`config.mk`:
```
export PLATFORM = sky130hd
export DESIGN_NAME = sprite_layer_gen
export DESIGN_NICKNAME = d
export VERILOG_FILES = /design/src/rtl/sprite_layer_gen_pkg.sv /design/src/rtl/sprite_layer_gen_anim_phase.sv /design/src/rtl/sprite_layer_gen.sv
export SDC_FILE = /design/constraint.sdc
export NUM_CORES = 1
export LEC_CHECK = 0
export ABC_AREA = 1
export CAP_MARGIN = 0
export CORE_MARGIN = 1.5
export CORE_UTILIZATION = 56
export CTS_BUF_LIST = sky130_fd_sc_hd__clkbuf_8
export CTS_CLUSTER_SIZE = 10
export DETAILED_ROUTE_END_ITERATION = 10
export HOLD_SLACK_MARGIN = 0.12
export PLACE_DENSITY = 0.88
export SLEW_MARGIN = 20
export SYNTH_ARGS = -nofsm -noshare
export SYNTH_HDL_FRONTEND = slang
export SYNTH_SLANG_ARGS = --single-unit
export TNS_END_PERCENT = 10
```
`constraint.sdc`:
```
create_clock -name pixel_clk_in -period 3.7 [get_ports pixel_clk_in]
set_input_delay 0.555 -clock pixel_clk_in [delete_from_list [all_inputs] [get_ports pixel_clk_in]]
set_output_delay 0.555 -clock pixel_clk_in [all_outputs]
set_load 0.05 [all_outputs]
```
`src/rtl/sprite_layer_gen_pkg.sv`:
```
// Shared widths, scan limits and per-sprite configuration record for the sprite layer.
package sprite_pkg;
    localparam int X_W     = 13;
    localparam int Y_W     = 10;
    localparam int FRAME_W = 3;
    localparam int H_LIMIT = 575;
    localparam int V_LIMIT = 239;
    // Wide enough that world/sprite differences never wrap for any input combination.
    localparam int CALC_W  = 16;

    typedef struct packed {
        logic [X_W-1:0]     x;
        logic [Y_W-1:0]     y;
        logic               enable;
        logic               flip;
        logic               anim_en;
        logic [FRAME_W-1:0] base_frame;
        logic [FRAME_W-1:0] anim_len;
    } sprite_cfg_t;
endpackage

```
`src/rtl/sprite_layer_gen_anim_phase.sv`:
```
// Per-sprite animation phase counter; steps on anim ticks and wraps at the cycle length.
module sprite_anim_phase
    import sprite_pkg::*;
(
    input  logic               clk,
    input  logic               srst,
    input  logic               tick,
    input  logic               anim_en,
    input  logic [FRAME_W-1:0] anim_len,
    output logic [FRAME_W-1:0] phase
);
    logic [FRAME_W-1:0] phase_reg;
    logic [FRAME_W:0]   len_eff;
    logic [FRAME_W:0]   phase_inc;

    assign len_eff   = (anim_len == '0) ? (FRAME_W+1)'(1) : {1'b0, anim_len};
    assign phase_inc = {1'b0, phase_reg} + 1'b1;

    // Using >= also recovers a phase left beyond a shortened cycle.
    always_ff @(posedge clk) begin
        if (srst || !anim_en) begin
            phase_reg <= '0;
        end else if (tick) begin
            phase_reg <= (phase_inc >= len_eff) ? '0 : phase_inc[FRAME_W-1:0];
        end
    end

    assign phase = phase_reg;
endmodule

```
`src/rtl/sprite_layer_gen.sv`:
```
// Multi-sprite ROM address generator: per-sprite hit test (stage 1), priority pick and address (stage 2).
module sprite_layer_gen
    import sprite_pkg::*;
#(
    parameter int WIDTH       = 16,
    parameter int HEIGHT      = 32,
    parameter int NUM_FRAMES  = 8,
    parameter int NUM_SPRITES = 4,
    parameter int FRAME_HOLD  = 6,
    parameter int H_LIMIT     = sprite_pkg::H_LIMIT,
    parameter int V_LIMIT     = sprite_pkg::V_LIMIT,
    localparam int ADDR_W     = $clog2(WIDTH*HEIGHT*NUM_FRAMES),
    localparam int ID_W       = (NUM_SPRITES > 1) ? $clog2(NUM_SPRITES) : 1
) (
    input  logic                         pixel_clk_in,
    input  logic                         rst_in,
    input  logic [10:0]                  hcount_in,
    input  logic [9:0]                   vcount_in,
    input  logic [11:0]                  offset_background,
    input  logic [X_W*NUM_SPRITES-1:0]   x_in,
    input  logic [Y_W*NUM_SPRITES-1:0]   y_in,
    input  logic [NUM_SPRITES-1:0]       enable_in,
    input  logic [NUM_SPRITES-1:0]       flip_in,
    input  logic [NUM_SPRITES-1:0]       anim_en_in,
    input  logic [FRAME_W*NUM_SPRITES-1:0] base_frame_in,
    input  logic [FRAME_W*NUM_SPRITES-1:0] anim_len_in,
    output logic [ADDR_W-1:0]            image_addr,
    output logic [ID_W-1:0]              sprite_id,
    output logic                         in_sprite
);
    localparam int COL_W  = $clog2(WIDTH);
    localparam int ROW_W  = $clog2(HEIGHT);
    localparam int HOLD_W = (FRAME_HOLD > 1) ? $clog2(FRAME_HOLD) : 1;

    localparam logic signed [CALC_W-1:0] ZERO_S = '0;
    localparam logic signed [CALC_W-1:0] W_S    = CALC_W'(WIDTH);
    localparam logic signed [CALC_W-1:0] H_S    = CALC_W'(HEIGHT);
    localparam logic signed [CALC_W-1:0] HALF_W = CALC_W'(WIDTH/2);
    localparam logic signed [CALC_W-1:0] HALF_H = CALC_W'(HEIGHT/2);
    localparam logic [COL_W-1:0]         COL_MAX = COL_W'(WIDTH-1);

    sprite_cfg_t cfg [NUM_SPRITES];

    logic               hit_c  [NUM_SPRITES];
    logic [COL_W-1:0]   col_c  [NUM_SPRITES];
    logic [ROW_W-1:0]   row_c  [NUM_SPRITES];
    logic [FRAME_W-1:0] phase  [NUM_SPRITES];

    logic               hit_reg  [NUM_SPRITES];
    logic [COL_W-1:0]   col_reg  [NUM_SPRITES];
    logic [ROW_W-1:0]   row_reg  [NUM_SPRITES];
    logic [FRAME_W-1:0] base_reg [NUM_SPRITES];

    logic signed [CALC_W-1:0] world;
    logic signed [CALC_W-1:0] scan_row;
    logic                     active;

    logic              fs_raw;
    logic              fs_prev_reg;
    logic              frame_start;
    logic [HOLD_W-1:0] hold_cnt_reg;
    logic              anim_tick;

    assign world    = signed'(CALC_W'(hcount_in)) + signed'(CALC_W'(offset_background));
    assign scan_row = signed'(CALC_W'(vcount_in));
    assign active   = (hcount_in <= 11'(H_LIMIT)) && (vcount_in <= 10'(V_LIMIT));

    // Edge-detect the top-left pixel so a stalled scan at (0,0) counts once.
    assign fs_raw      = (hcount_in == '0) && (vcount_in == '0);
    assign frame_start = fs_raw && !fs_prev_reg;
    assign anim_tick   = frame_start && (hold_cnt_reg == HOLD_W'(FRAME_HOLD-1));

    always_ff @(posedge pixel_clk_in) begin
        if (rst_in) begin
            fs_prev_reg  <= 1'b0;
            hold_cnt_reg <= '0;
        end else begin
            fs_prev_reg <= fs_raw;
            if (frame_start) begin
                hold_cnt_reg <= (hold_cnt_reg == HOLD_W'(FRAME_HOLD-1)) ? '0 : hold_cnt_reg + 1'b1;
            end
        end
    end

    for (genvar gi = 0; gi < NUM_SPRITES; gi++) begin : g_sprite
        logic signed [CALC_W-1:0] left;
        logic signed [CALC_W-1:0] top;
        logic signed [CALC_W-1:0] col;
        logic signed [CALC_W-1:0] row;
        logic [COL_W-1:0]         col_low;

        assign cfg[gi] = '{
            x:          x_in[gi*X_W +: X_W],
            y:          y_in[gi*Y_W +: Y_W],
            enable:     enable_in[gi],
            flip:       flip_in[gi],
            anim_en:    anim_en_in[gi],
            base_frame: base_frame_in[gi*FRAME_W +: FRAME_W],
            anim_len:   anim_len_in[gi*FRAME_W +: FRAME_W]
        };

        assign left    = signed'(CALC_W'(cfg[gi].x)) - HALF_W;
        assign top     = signed'(CALC_W'(cfg[gi].y)) - HALF_H;
        assign col     = world - left;
        assign row     = scan_row - top;
        assign col_low = col[COL_W-1:0];

        assign hit_c[gi] = cfg[gi].enable && active
                        && (col >= ZERO_S) && (col < W_S)
                        && (row >= ZERO_S) && (row < H_S);
        assign col_c[gi] = cfg[gi].flip ? (COL_MAX - col_low) : col_low;
        assign row_c[gi] = row[ROW_W-1:0];

        sprite_anim_phase u_phase (
            .clk      (pixel_clk_in),
            .srst     (rst_in),
            .tick     (anim_tick),
            .anim_en  (cfg[gi].anim_en),
            .anim_len (cfg[gi].anim_len),
            .phase    (phase[gi])
        );
    end

    always_ff @(posedge pixel_clk_in) begin
        for (int i = 0; i < NUM_SPRITES; i++) begin
            if (rst_in) begin
                hit_reg[i]  <= 1'b0;
                col_reg[i]  <= '0;
                row_reg[i]  <= '0;
                base_reg[i] <= '0;
            end else begin
                hit_reg[i]  <= hit_c[i];
                col_reg[i]  <= col_c[i];
                row_reg[i]  <= row_c[i];
                base_reg[i] <= cfg[i].base_frame;
            end
        end
    end

    logic               sel_hit;
    logic [ID_W-1:0]    sel_id;
    logic [COL_W-1:0]   sel_col;
    logic [ROW_W-1:0]   sel_row;
    logic [FRAME_W-1:0] sel_frame;
    logic [ADDR_W-1:0]  sel_addr;

    // Scan from the lowest priority upwards so the lowest-index hit is written last.
    always_comb begin
        sel_hit   = 1'b0;
        sel_id    = '0;
        sel_col   = '0;
        sel_row   = '0;
        sel_frame = '0;
        for (int i = NUM_SPRITES-1; i >= 0; i--) begin
            if (hit_reg[i]) begin
                sel_hit   = 1'b1;
                sel_id    = ID_W'(i);
                sel_col   = col_reg[i];
                sel_row   = row_reg[i];
                sel_frame = base_reg[i] + phase[i];
            end
        end
        // Power-of-2 geometry: frame*W*H + row*W + col is a plain concatenation.
        sel_addr = ADDR_W'({sel_frame, sel_row, sel_col});
    end

    always_ff @(posedge pixel_clk_in) begin
        if (rst_in) begin
            image_addr <= '0;
            sprite_id  <= '0;
            in_sprite  <= 1'b0;
        end else begin
            image_addr <= sel_hit ? sel_addr : '0;
            sprite_id  <= sel_id;
            in_sprite  <= sel_hit;
        end
    end
endmodule

```
# ---- Word-level counts from Yosys, hierarchy flattened
# Memory sizes are Yosys's and may differ from the RTL's.
# Index checks and enable logic that the tools add are counted.
# Widths: inputs -> output; s select.
dict set report word_totals {
  register_bits 31
  latch_bits 0
  ramBits 52
  romBits 0
  in_bits 163
  output_inout_bits 15
  wordCells 177
  n_memories 4
}
# name depth word_bits rd rd_clocked_by_memory_dff write_ports line_no
set mem_list {}
lappend mem_list {row_reg 4 5 4 0 4 sprite_layer_gen.sv:51} ;# logic [ROW_W-1:0] row_reg [NUM_SPRITES];
lappend mem_list {col_reg 4 4 4 0 4 sprite_layer_gen.sv:50} ;# logic [COL_W-1:0] col_reg [NUM_SPRITES];
lappend mem_list {base_reg 4 3 4 0 4 sprite_layer_gen.sv:52} ;# logic [FRAME_W-1:0] base_reg [NUM_SPRITES];
lappend mem_list {hit_reg 4 1 4 0 4 sprite_layer_gen.sv:49} ;# logic hit_reg [NUM_SPRITES];
dict set report op_classes {
  add_sub_neg 30
  n_mul 0
  div_mod_pow 0
  n_lt_le_gt_ge 22
  eq_ne 1
  shifts 0
  mux 51
  bitwise 17
  n_reduce_logical 42
}
# operator count
set ops {}
lappend ops {{$ge 15x1->1 const B} 4}
lappend ops {{$lt 15x6->1 const B} 4}
lappend ops {{$sub 14x14->15} 4}
lappend ops {{$sub 13x4->14 const B} 4}
lappend ops {{$mux 3} 17}
lappend ops {{$ge 12x1->1 const B} 4}
lappend ops {{$lt 12x7->1 const B} 4}
lappend ops {{$mux 4} 12}
lappend ops {{$sub 11x11->12} 4}
lappend ops {{$sub 10x5->11 const B} 4}
lappend ops {{$mux 5} 8}
lappend ops {{$logic_and 1x1->1} 24}
lappend ops {{$add 3x1->4 const B} 4}
lappend ops {{$ge 4x4->1} 4}
lappend ops {{$or 1x1->1} 16}
lappend ops {{$sub 4x4->4 const A} 4}
lappend ops {{$add 11x12->13} 1}
lappend ops {{$add 3x3->3} 4}
lappend ops {{$logic_not 3->1} 4}
lappend ops {{$mux 1} 12}
lappend ops {{$le 11x10->1 const B} 1}
lappend ops {{$logic_not 11->1} 1}
lappend ops {{$le 10x8->1 const B} 1}
lappend ops {{$logic_not 10->1} 1}
lappend ops {{8 further kinds} 17}

# ---- Logic depth before layout (Yosys ltp)
# Gate-level depths: netlist of run 1.
dict set report depth {
  word_depth 8
  ltp_mapped 24
  ltp_nobuf 24
}

# ---- By module
# From an unflattened synthesis of run 1, not the netlist that was laid out.
dict set report unflattened {
  cells_unflattened 1580
  hier_area_um2 9743.1
}
# mod instances cells_per_inst area_per_inst_um2 seq_area_each_um2
set by_module_without_submodules {}
lappend by_module_without_submodules {sprite_layer_gen 1 1440 8787.2 1421.4}
lappend by_module_without_submodules {sprite_anim_phase 4 35 239.0 60.1}

# ---- Worst setup path before layout of run 1
# Ideal clock, no wire load.
dict set report synth_timing {
  kind {in2reg}
  from {input port hcount_in[0]}
  to {memory hit_reg[1]}
  setup_time_ps 64
  t_arrival_ps 3106
  required_ps 3636
  slack_ps 530
  cell_stages 21
  n_path_buf 0
  path_cell_list {ha_1 > inv_1 > fa_1 > inv_1 > nand2_1 > nand2_1 > nand2_1 > xnor2_1 > ha_1 > or2_2 > a21oi_1 > nand2_1 > nor2_1 > nand2_1 > nor2_1 > nand2_1 > nor2_1 > nand4_1 > nor2_1 > nand3_1 > nor2_1}
}
# element line_no
set synth_rtl {}
lappend synth_rtl {{from (decl)} sprite_layer_gen.sv:17} ;# input logic [10:0] hcount_in,
lappend synth_rtl {{to (decl)} sprite_layer_gen.sv:49}

==> metrics, run 1 <==
worst skew pair latency=about 0.38 ns; CTS tree=done; maxcap violations=0; ys flop type=dfxtp_1; cell count of the worst reg-to-reg path=4; Startpoint Class=input port; fill count=roughly 1500; vias in the first global route=10400; antenna viol nets, final=0; GR Util All Layers=32.7%; commonest cells after routing, fill and taps aside=397 x nand2_1, 280 x inv_1, 176 x clkdlybuf4s50_1; max FFs per register=20; worst hold endpoint=image_addr[1]; DRT Pass-1 Iters=5; Hold Buf Count CTS=0; post-route insts no fill=2067; #FFs+latches synth=83; Hold Crit Depth=2; register area share after synthesis=between 10% and 20%; n_diodes=0; Yosys cell types=47; ranking of synthesized cells by area=dfxtp_1 17%, nand2_1 15%, ha_1 14%, inv_1 11%, nand3_1 7.2%; hold slack=around 0.46 ns; placed insts=2048; Post-synth EDFFs=0; outcome=finished, final reports clean; DR vias=~11000; number of synthesis warnings=0; critical hold path startpoint=col_reg[3][1]; die area=around 19000 µm²; P&R area growth vs syn=27.4%; NumNets Final=approximately 2100; Core Rows=48; Port Buffer Count=177; Starting Density=57.6%; most common cell after layout, fill and taps aside=nand2_1; RD Place Congestion=between 0.9 and 1; slew margin rel.=a little under a third; CP Class=input port to flop; DR WL/cell=14.8 µm; Crit Path Max Fanout=4; pin count of the biggest net entering global routing=just over 40; crit path time final=about 3.5 ns; HP Class=flop to flop; Post-Synthesis Cells=~1600; final setup vio count=0; total wire length=just over 30000 µm; ys async rst share=0%; total power=just under 4 mW; dpl hpwl=about 26000 µm; Pleak=approximately 6.5 nW; CP max-delay cell=clkdlybuf4s50_1; slowest stage delay, CP=roughly 0.46 ns; FF-to-FF setup slack=about 1.3 ns; crit path cell chain=clkdlybuf4s50_1 -> ha_2 -> inv_1 -> fa_2 -> inv_2 -> nand2_1 -> nand2_2 -> nand2_2 -> xnor2_4 -> buf_4 -> ha_4 -> nand2_2 -> o21a_1 -> o31ai_4 -> nand3_2 -> nand3b_1 -> nand3_2 -> nand3_2 -> nand3_1 -> nand2_1 -> nor2_1 -> nand2_1 -> nor2_1; Fin. Hold Viols=0; crit end category=flop; die height=between 100 and 150 µm; fin. max-slew vios=0; Initial DRC Count=817; first-pass GRT wire length=48400 µm; leading area contributor after synthesis=dfxtp_1; Avg Inst Size Synth=6.21 µm²; Max clock buf depth=2; PD cells=~310 nW/µm²; synthesized cell area=between 9000 and 10000 µm²; DRC violations left=0; CTS clk-pin slew, worst paths=around 0.1 ns; proportion of netlist area held by the largest area contributor=between 10% and 20%; num ports=~180; register area=1660 µm²; Worst R2R Start=hit_reg[1]; GRT overflow=0; layout cells sized above 1=approximately 7.5%; CTS Root Cell=clkbuf_8; clk sinks=83; Reg-to-Reg End=image_addr[6]; initial antenna violation count=0; Mapped Nets=about 1900; WP data required=approximately 4.0 ns; clock buffer count from CTS=9; Tcrit/Tclk final=95.0%; H-tree depth=3; area of the multi-input gates=~7300 µm²; vias per cell=roughly 5.4; Die W=between 100 and 150 µm; f_max=around 280 MHz; core area=approximately 17000 µm²; Least-Margin Pin Slew=approximately 1.0 ns; Setup Skew=between 0.015 and 0.02 ns; VDD IR max=between 200 and 250 µV; Worst EP arrival=3.84 ns
## kinds of logic after synthesis
family | Yosys count | share of synthesized area, %
adders and majority gates | 122 | 16.3
DFF | 83 | 16.6
AOI/OAI and AO/OA | 210 | 12.3
buffers and inverters | 298 | 11.3
xor gates and xnor gates | 95 | 8.33
and+or+nand+nor | 800 | 35.2
## Yosys cell counts (2+ instances only)
cell,instances
nand2_1,400
inv_1,281
nand3_1,144
nor2_1,137
ha_1,109
a21oi_1,92
dfxtp_1,83
xor2_1,59
o21ai_0,46
xnor2_1,36
nand4_1,30
nor3_1,26
nand2_2,19
a31oi_1,16
fa_1,13
o21bai_1,13
clkbuf_1,10
o221ai_1,10
nand3_2,9
nand3b_1,8
or2_2,8
o21a_1,7
a21boi_0,6
nor4_1,6
a211oi_1,5
inv_2,3
nor2_2,3
o21ai_1,3
a21oi_2,2
a22oi_1,2
and2_1,2
and3_1,2
buf_1,2
nand2_4,2
or2_4,2
## power by group
part           switching, mW  leakage, nW  internal, mW  total (mW)
sequential            0.0198        0.682         0.958       0.978
combinational           1.24         5.66         0.906        2.15
clock                  0.366        0.115         0.407       0.772
## metal layers
layer	vias to the layer above	share of wire, %	routed length (µm)	global-route usage, %
met3	86	7.4	2250	4.74
met5	-	0	0	0
met4	0	3.7	1120	12.8
met2	444	47	14400	57.3
met1	5024	42	12800	40.2
li1	5675	-	-	-
## final cells by class
cell class,instances,area share [%]
multi-input combinational,1227,57.4
timing repair buffer,232,17.2
sequential,83,13.1
inverter,284,8.37
tap,225,2.21
clock buffer,10,1.08
clock inverter,6,0.757
## worst max-delay path: cells and delay by family
kind / cells / cell delay, ns
buffers and inverters: 4 / 0.75
and+or+nand+nor: 13 / 1.26
AOI/OAI and AO/OA: 2 / 0.27
adders and majority gates: 3 / 0.83
xor gates and xnor gates: 1 / 0.18
## timing repair
action,CTS,global route
endpoints found under the setup margin,2,4
pin swaps,0,4
resized for setup,1,24
buffers inserted,0,3
## how the worst max path moves through the flow
stage | depth (start not counted) | startpoint | slack [ns] | to
3_3_place_gp | 24 | hcount_in[0] | -0.35 | hit_reg[0]
5_1_grt | 24 | offset_background[0] | -0.03 | hit_reg[0]
6_report | 23 | offset_background[0] | 0.18 | hit_reg[0]
3_5_place_dp | 21 | hcount_in[0] | -0.51 | hit_reg[0]
2_1_floorplan | 21 | hcount_in[0] | 0.53 | hit_reg[1]
4_1_cts | 21 | hcount_in[0] | 0.07 | hit_reg[0]
## through the flow
step,utilization [%],TNS [ns],cell area [µm²],setup slack (ns)
finish,73.4,0,12700,0.184
global route,73.4,-0.0415,12700,-0.0322
CTS,72.7,0,12600,0.0680
detailed placement,71.3,-1.63,12400,-0.506
global placement,71.3,-1.18,12400,-0.349
floorplan,-,0,9990,0.530
No activity file was read; power rests on OpenSTA's default activity.
==> run 2: changes to the inputs <==
- RECOVER_POWER: not set -> 50
- REMOVE_ABC_BUFFERS: not set -> 1
==> metrics, run 2 (synthesis results as in run 1) <==
outcome=finished, final reports clean; CTS tree=done; most common cell after layout, fill and taps aside=nand2_1; vias per cell=5.47 (+0.70%); Fin. Hold Viols=0 (unchanged); first-pass GRT wire length=48700 µm (+0.61%); clk sinks=83 (unchanged); crit path time final=3.45 ns (-0.0703 ns); n_diodes=0 (unchanged); max FFs per register=20 (unchanged); num ports=178 (unchanged); DRC violations left=0 (unchanged); Least-Margin Pin Slew=1.42 ns (+0.370 ns); fill count=1433 (-1.4%); placed cell area=12400 µm² (+0.36%); CTS clk-pin slew, worst paths=0.09 ns (about the same); slowest stage delay, CP=0.47 ns (about the same); P&R area growth vs syn=27.3% (about the same); Port Buffer Count=177 (unchanged); CP Class=input port to flop; H-tree depth=3 (unchanged); Comb pwr share=56.4% (+1.3 points); Core Rows=48 (unchanged); Die W=137 µm (unchanged); Setup Skew=0.0139 ns (-0.00202 ns); register area=1660 µm² (unchanged); Initial DRC Count=754 (-7.7%); commonest cells after routing, fill and taps aside=399 x nand2_1, 281 x inv_1, 162 x clkdlybuf4s50_1; maxcap violations=0 (unchanged); VDD IR max=251 µV (+5.2%); WP data required=4.01 ns (-0.02 ns); crit path buf inv count=4 (unchanged); f_max=290 MHz (+2.0%); HP Class=flop to flop; layout cells sized above 1=7.41% (-0.078 points); post-route cell area=12700 µm² (about the same); crit-path leading delay family=simple AND/OR/NAND/NOR gates; initial antenna violation count=0 (unchanged); antenna viol nets, final=0 (unchanged); core area=17400 µm² (unchanged); Pleak=6.51 nW (+0.78%); crit path cell chain=clkdlybuf4s50_1 -> ha_2 -> inv_1 -> fa_2 -> inv_1 -> nand2_1 -> nand2_1 -> nand2_2 -> xnor2_4 -> buf_4 -> ha_4 -> nand2_1 -> o21a_1 -> o31ai_2 -> nand3_2 -> nand3b_1 -> nand4_1 -> nand3_1 -> nor3_2 -> nand2_1 -> nor2_1; RD Place Congestion=0.983 (+2.3%); total wire length=30600 µm (+0.10%); hold slack=0.476 ns (+0.0139 ns); pin count of the biggest net entering global routing=28 (-32%); crit end category=flop; slew margin rel.=5.55% (-25 points); vias in the first global route=10600 (+1.5%); fin. max-slew vios=0 (unchanged); PD cells=299 nW/µm² (-2.3%); CP max-delay cell=clkdlybuf4s50_1; DR WL/cell=14.8 µm (-0.19%); Switching Fraction=42.5% (+0.73 points); GRT overflow=0 (unchanged); Reg power frac=25.7% (+0.6 points); Starting Density=57.6% (unchanged); Hold Buf Count CTS=0 (unchanged); cell mode on critical path=nand2_1; GR Util All Layers=32.7% (about the same); NumNets Final=2128 (+0.28%); Max clock buf depth=2 (unchanged); final setup vio count=0 (unchanged); DRT Pass-1 Iters=6 (+1); dpl hpwl=25700 µm (-0.26%); Internal Pwr Total=2.19 mW (-3.6%); die area=18700 µm² (unchanged); die height=137 µm (unchanged); Tcrit/Tclk final=93.1% (-1.9 points); Crit Path Max Fanout=4 (unchanged); DR vias=11300 (+0.99%); Worst EP arrival=3.76 ns (-0.08 ns); CTS Root Cell=clkbuf_8; Clk pwr share=17.9% (-1.9 points); worst skew pair latency=0.37 ns (about the same); RSZ-0062 raised after global routing=false; clock buffer count from CTS=9 (unchanged); area of the multi-input gates=7300 µm² (about the same); NetSw=1.62 mW (-0.61%); Startpoint Class=input port
[run 2: cell count changes in the layout (fill, tap and decap cells not counted), moves of 2 or more]
cell and delta:
o21ai_2 -2, clkinv_2 +3, clkdlybuf4s50_1 -14, buf_4 +3, nand2_1 +2, nand2_2 -3, dlygate4sd3_1 +14, o21ai_0 +2
clkbuf_1 +3
[run 2: repair_timing]
item,4_1_cts,5_1_grt
setup endpoints to repair,0,4
buffers inserted,0,3
gates resized for setup,0,19
[run 2: layout make-up]
type | count | share of cell area [%]
clock inverter | 7 | 0.580
multi-input combinational | 1227 | 57.3
timing repair buffer | 238 | 17.5
tap | 225 | 2.21
sequential | 83 | 13.1
clock buffer | 9 | 0.973
inverter | 284 | 8.38
[run 2: worst register-to-register path, delay by kind of cell, from the launching register on]
kind,cells,cell delay [ns]
buffers and inverters,1,0.35
AOI/OAI and AO/OA,3,1.65
DFF,1,0.60
and+or+nand+nor,1,0.10
[run 2: final timing paths]
| path | slack [ns] | to | startpoint | cells past startpoint |
|---|---|---|---|---|
| max | 0.25 | hit_reg[0] | offset_background[0] | 21 |
| min | 0.48 | image_addr[6] | row_reg[3][2] | 2 |
| max reg2reg | 0.91 | image_addr[9] | hit_reg[1] | 5 |
| min reg2reg | 0.48 | image_addr[6] | row_reg[3][2] | 2 |
[run 2: power by group through the flow]
stage	registers, mW	clock network (mW)	logic (mW)
finish	0.977	0.682	2.15
global route	0.983	0.721	2.38
floorplan	0.991	0	1.32
detailed placement	0.997	0	2.05
global placement	0.996	0	2.00
CTS	0.976	0.684	2.07
[run 2: layer usage]
metal / vias up / track usage, % / wire length, µm / share of wire [%]
met3: 82 / 3.56 / 1910 / 6.2
met2: 420 / 59.5 / 14900 / 49
li1: 5681 / - / - / -
met1: 5157 / 38.7 / 12600 / 41
met5: - / 0 / 0 / 0
met4: 0 / 13.8 / 1200 / 3.9
[run 2: per-stage QoR]
step           instances  utilization [%]  total power [mW]  setup slack, ns  setup TNS, ns
2_1_floorplan       1594                -              2.31            0.524              0
4_1_cts             2070             72.7              3.73           0.0338              0
3_5_place_dp        2054             71.5              3.05           -0.341          -1.22
5_1_grt             2073             73.3              4.08           0.0303              0
6_report            2073             73.3              3.81            0.254              0
3_3_place_gp        2054             71.5              3.00           -0.228         -0.795
==> run 3: changes to the inputs <==
- CORE_UTILIZATION: 56 -> 60
- PLACE_DENSITY: 0.88 -> 0.93
- clock period: 3.7 -> 4.27 ns (I/O delays scaled with it)
==> metrics, run 3 (synthesis results as in run 1) <==
slew margin rel.=-29.5% (-35 points); fin. max-slew vios=41 (+41); worst skew pair latency=0.39 ns (+0.02 ns); CTS clk-pin slew, worst paths=0.09 ns (about the same); final setup vio count=0 (unchanged); crit path time final=3.88 ns; f_max=257 MHz; outcome=finished, violations left; max FFs per register=20 (unchanged); crit end category=flop; DR vias=11300 (-0.29%); RD Place Congestion=0.975 (-0.79%); setup TNS=0 ns (unchanged); crit path buf inv count=4 (unchanged); Startpoint Class=input port; maxcap violations=1 (+1); Post-CTS Resized=0 (unchanged); core area=16100 µm² (-7.5%); CP max-delay cell=clkdlybuf4s50_1; WP data required=4.60 ns (+0.59 ns); RSZ-0062 raised after global routing=false; pin count of the biggest net entering global routing=41 (+46%); Least-Margin Pin Slew=1.94 ns (+0.525 ns); DR WL/cell=15.5 µm (+5.0%); CP Class=input port to flop; Setup Skew=0.0115 ns (-0.00241 ns); H-tree depth=3 (unchanged); slowest stage delay, CP=0.48 ns (about the same); DRT Pass-1 Iters=6 (unchanged); initial antenna violation count=1 (+1); Crit Path Max Fanout=4 (unchanged); first-pass GRT wire length=49800 µm (+2.3%); Max clock buf depth=2 (unchanged); P&R area growth vs syn=23.1%; Initial DRC Count=835 (+11%); antenna viol nets, final=0 (unchanged); HP Class=flop to flop; Core Rows=46 (-4.2%); placed insts=2006 (-2.3%); DRC violations left=0 (unchanged); clk sinks=83 (unchanged); num ports=178 (unchanged); NumNets Final=2086 (-2.0%); Port Buffer Count=177 (unchanged); Pleak=6.24 nW (-4.1%); vias per cell=5.59 (+2.2%); CTS tree=done; PD cells=257 nW/µm² (-14%); die area=17400 µm² (-6.5%); layout cells sized above 1=4.54% (-2.9 points); post-route insts no fill=2023 (-2.4%); Die W=132 µm (-3.3%); failing checks=max-capacitance violations, max-slew violations; clock buffer count from CTS=9 (unchanged); Starting Density=62.2% (+4.7 points); vias in the first global route=10800 (+2.0%); fill count=1236 (-14%); postcts setup bufs=0 (unchanged); commonest cells after routing, fill and taps aside=400 x nand2_1, 283 x inv_1, 173 x clkdlybuf4s50_1; Fin. Hold Viols=0 (unchanged); Hold Buf Count CTS=0 (unchanged); GRT overflow=0 (unchanged); crit path cell chain=clkdlybuf4s50_1 -> ha_1 -> inv_1 -> fa_1 -> inv_1 -> nand2_1 -> nand2_1 -> nand3_2 -> nand2_2 -> nand2_4 -> nand2_2 -> nand2_1 -> a21oi_1 -> buf_4 -> ha_1 -> o21ai_0 -> nor3_1 -> nand3_1 -> and3_1 -> nor2_1; cell mode on critical path=nand2_1; crit-path leading delay family=simple AND/OR/NAND/NOR gates; total wire length=31400 µm (+2.4%); CTS Root Cell=clkbuf_8; Tcrit/Tclk final=around nine tenths; die height=132 µm (-3.3%); most common cell after layout, fill and taps aside=nand2_1; VDD IR max=208 µV (-17%); dpl hpwl=25900 µm (+0.91%); Worst EP arrival=4.22 ns (+0.46 ns); GR Util All Layers=35.3% (+2.6 points)
[run 3: layout make-up]
cell class | instances | area (µm²) | share of cell area (%)
clock inverter | 7 | 67.6 | 0.549
timing repair buffer | 196 | 1910 | 15.5
tap | 216 | 270 | 2.20
clock buffer | 9 | 124 | 1.01
antenna | 1 | 2.50 | 0.0203
inverter | 284 | 1070 | 8.67
sequential | 83 | 1660 | 13.5
multi-input combinational | 1227 | 7200 | 58.5
[run 3: worst paths after layout]
path	from	to	slack, ns	depth (start not counted)
worst min register to register	col_reg[2][1]	image_addr[1]	0.48	2
worst min-delay path	col_reg[2][1]	image_addr[1]	0.48	2
worst max register to register	hit_reg[1]	image_addr[8]	1.88	5
worst max-delay path	hcount_in[0]	hit_reg[3]	0.39	20
[run 3: power by group]
group	leakage (nW)	switching, mW	internal (mW)
logic	5.46	1.04	0.693
registers	0.682	0.0186	0.830
clock network	0.103	0.314	0.269
total	6.24	1.37	1.79
[run 3: layer usage]
| metal | vias up | GRT usage (%) | part of all wire (%) |
|---|---|---|---|
| met1 | 5045 | 40.9 | 40 |
| met4 | 0 | 19.1 | 5.1 |
| met5 | - | 0 | 0 |
| li1 | 5592 | - | - |
| met2 | 551 | 61.8 | 47 |
| met3 | 119 | 5.88 | 7.4 |
[run 3: worst register-to-register path, delay by kind of cell, from the launching register on]
kind	cells	cell delay (ns)
AOI/OAI and AO/OA	3	0.79
DFF	1	0.61
buffers and inverters	1	0.55
and+or+nand+nor	1	0.35
[run 3: stage by stage]
| stage | instance area [µm²] | power, mW | utilization [%] | hold slack, ns | worst slack (ns) |
|---|---|---|---|---|---|
| 2_1_floorplan | 9930 | 2.00 | - | 0.444 | 1.01 |
| 3_3_place_gp | 12100 | 2.51 | 75.4 | 0.450 | 0.141 |
| 3_5_place_dp | 12100 | 2.55 | 75.4 | 0.465 | 0.0662 |
| 4_1_cts | 12300 | 3.12 | 76.6 | 0.477 | 0.465 |
| 5_1_grt | 12300 | 3.39 | 76.6 | 0.514 | 0.155 |
| 6_report | 12300 | 3.16 | 76.6 | 0.483 | 0.385 |
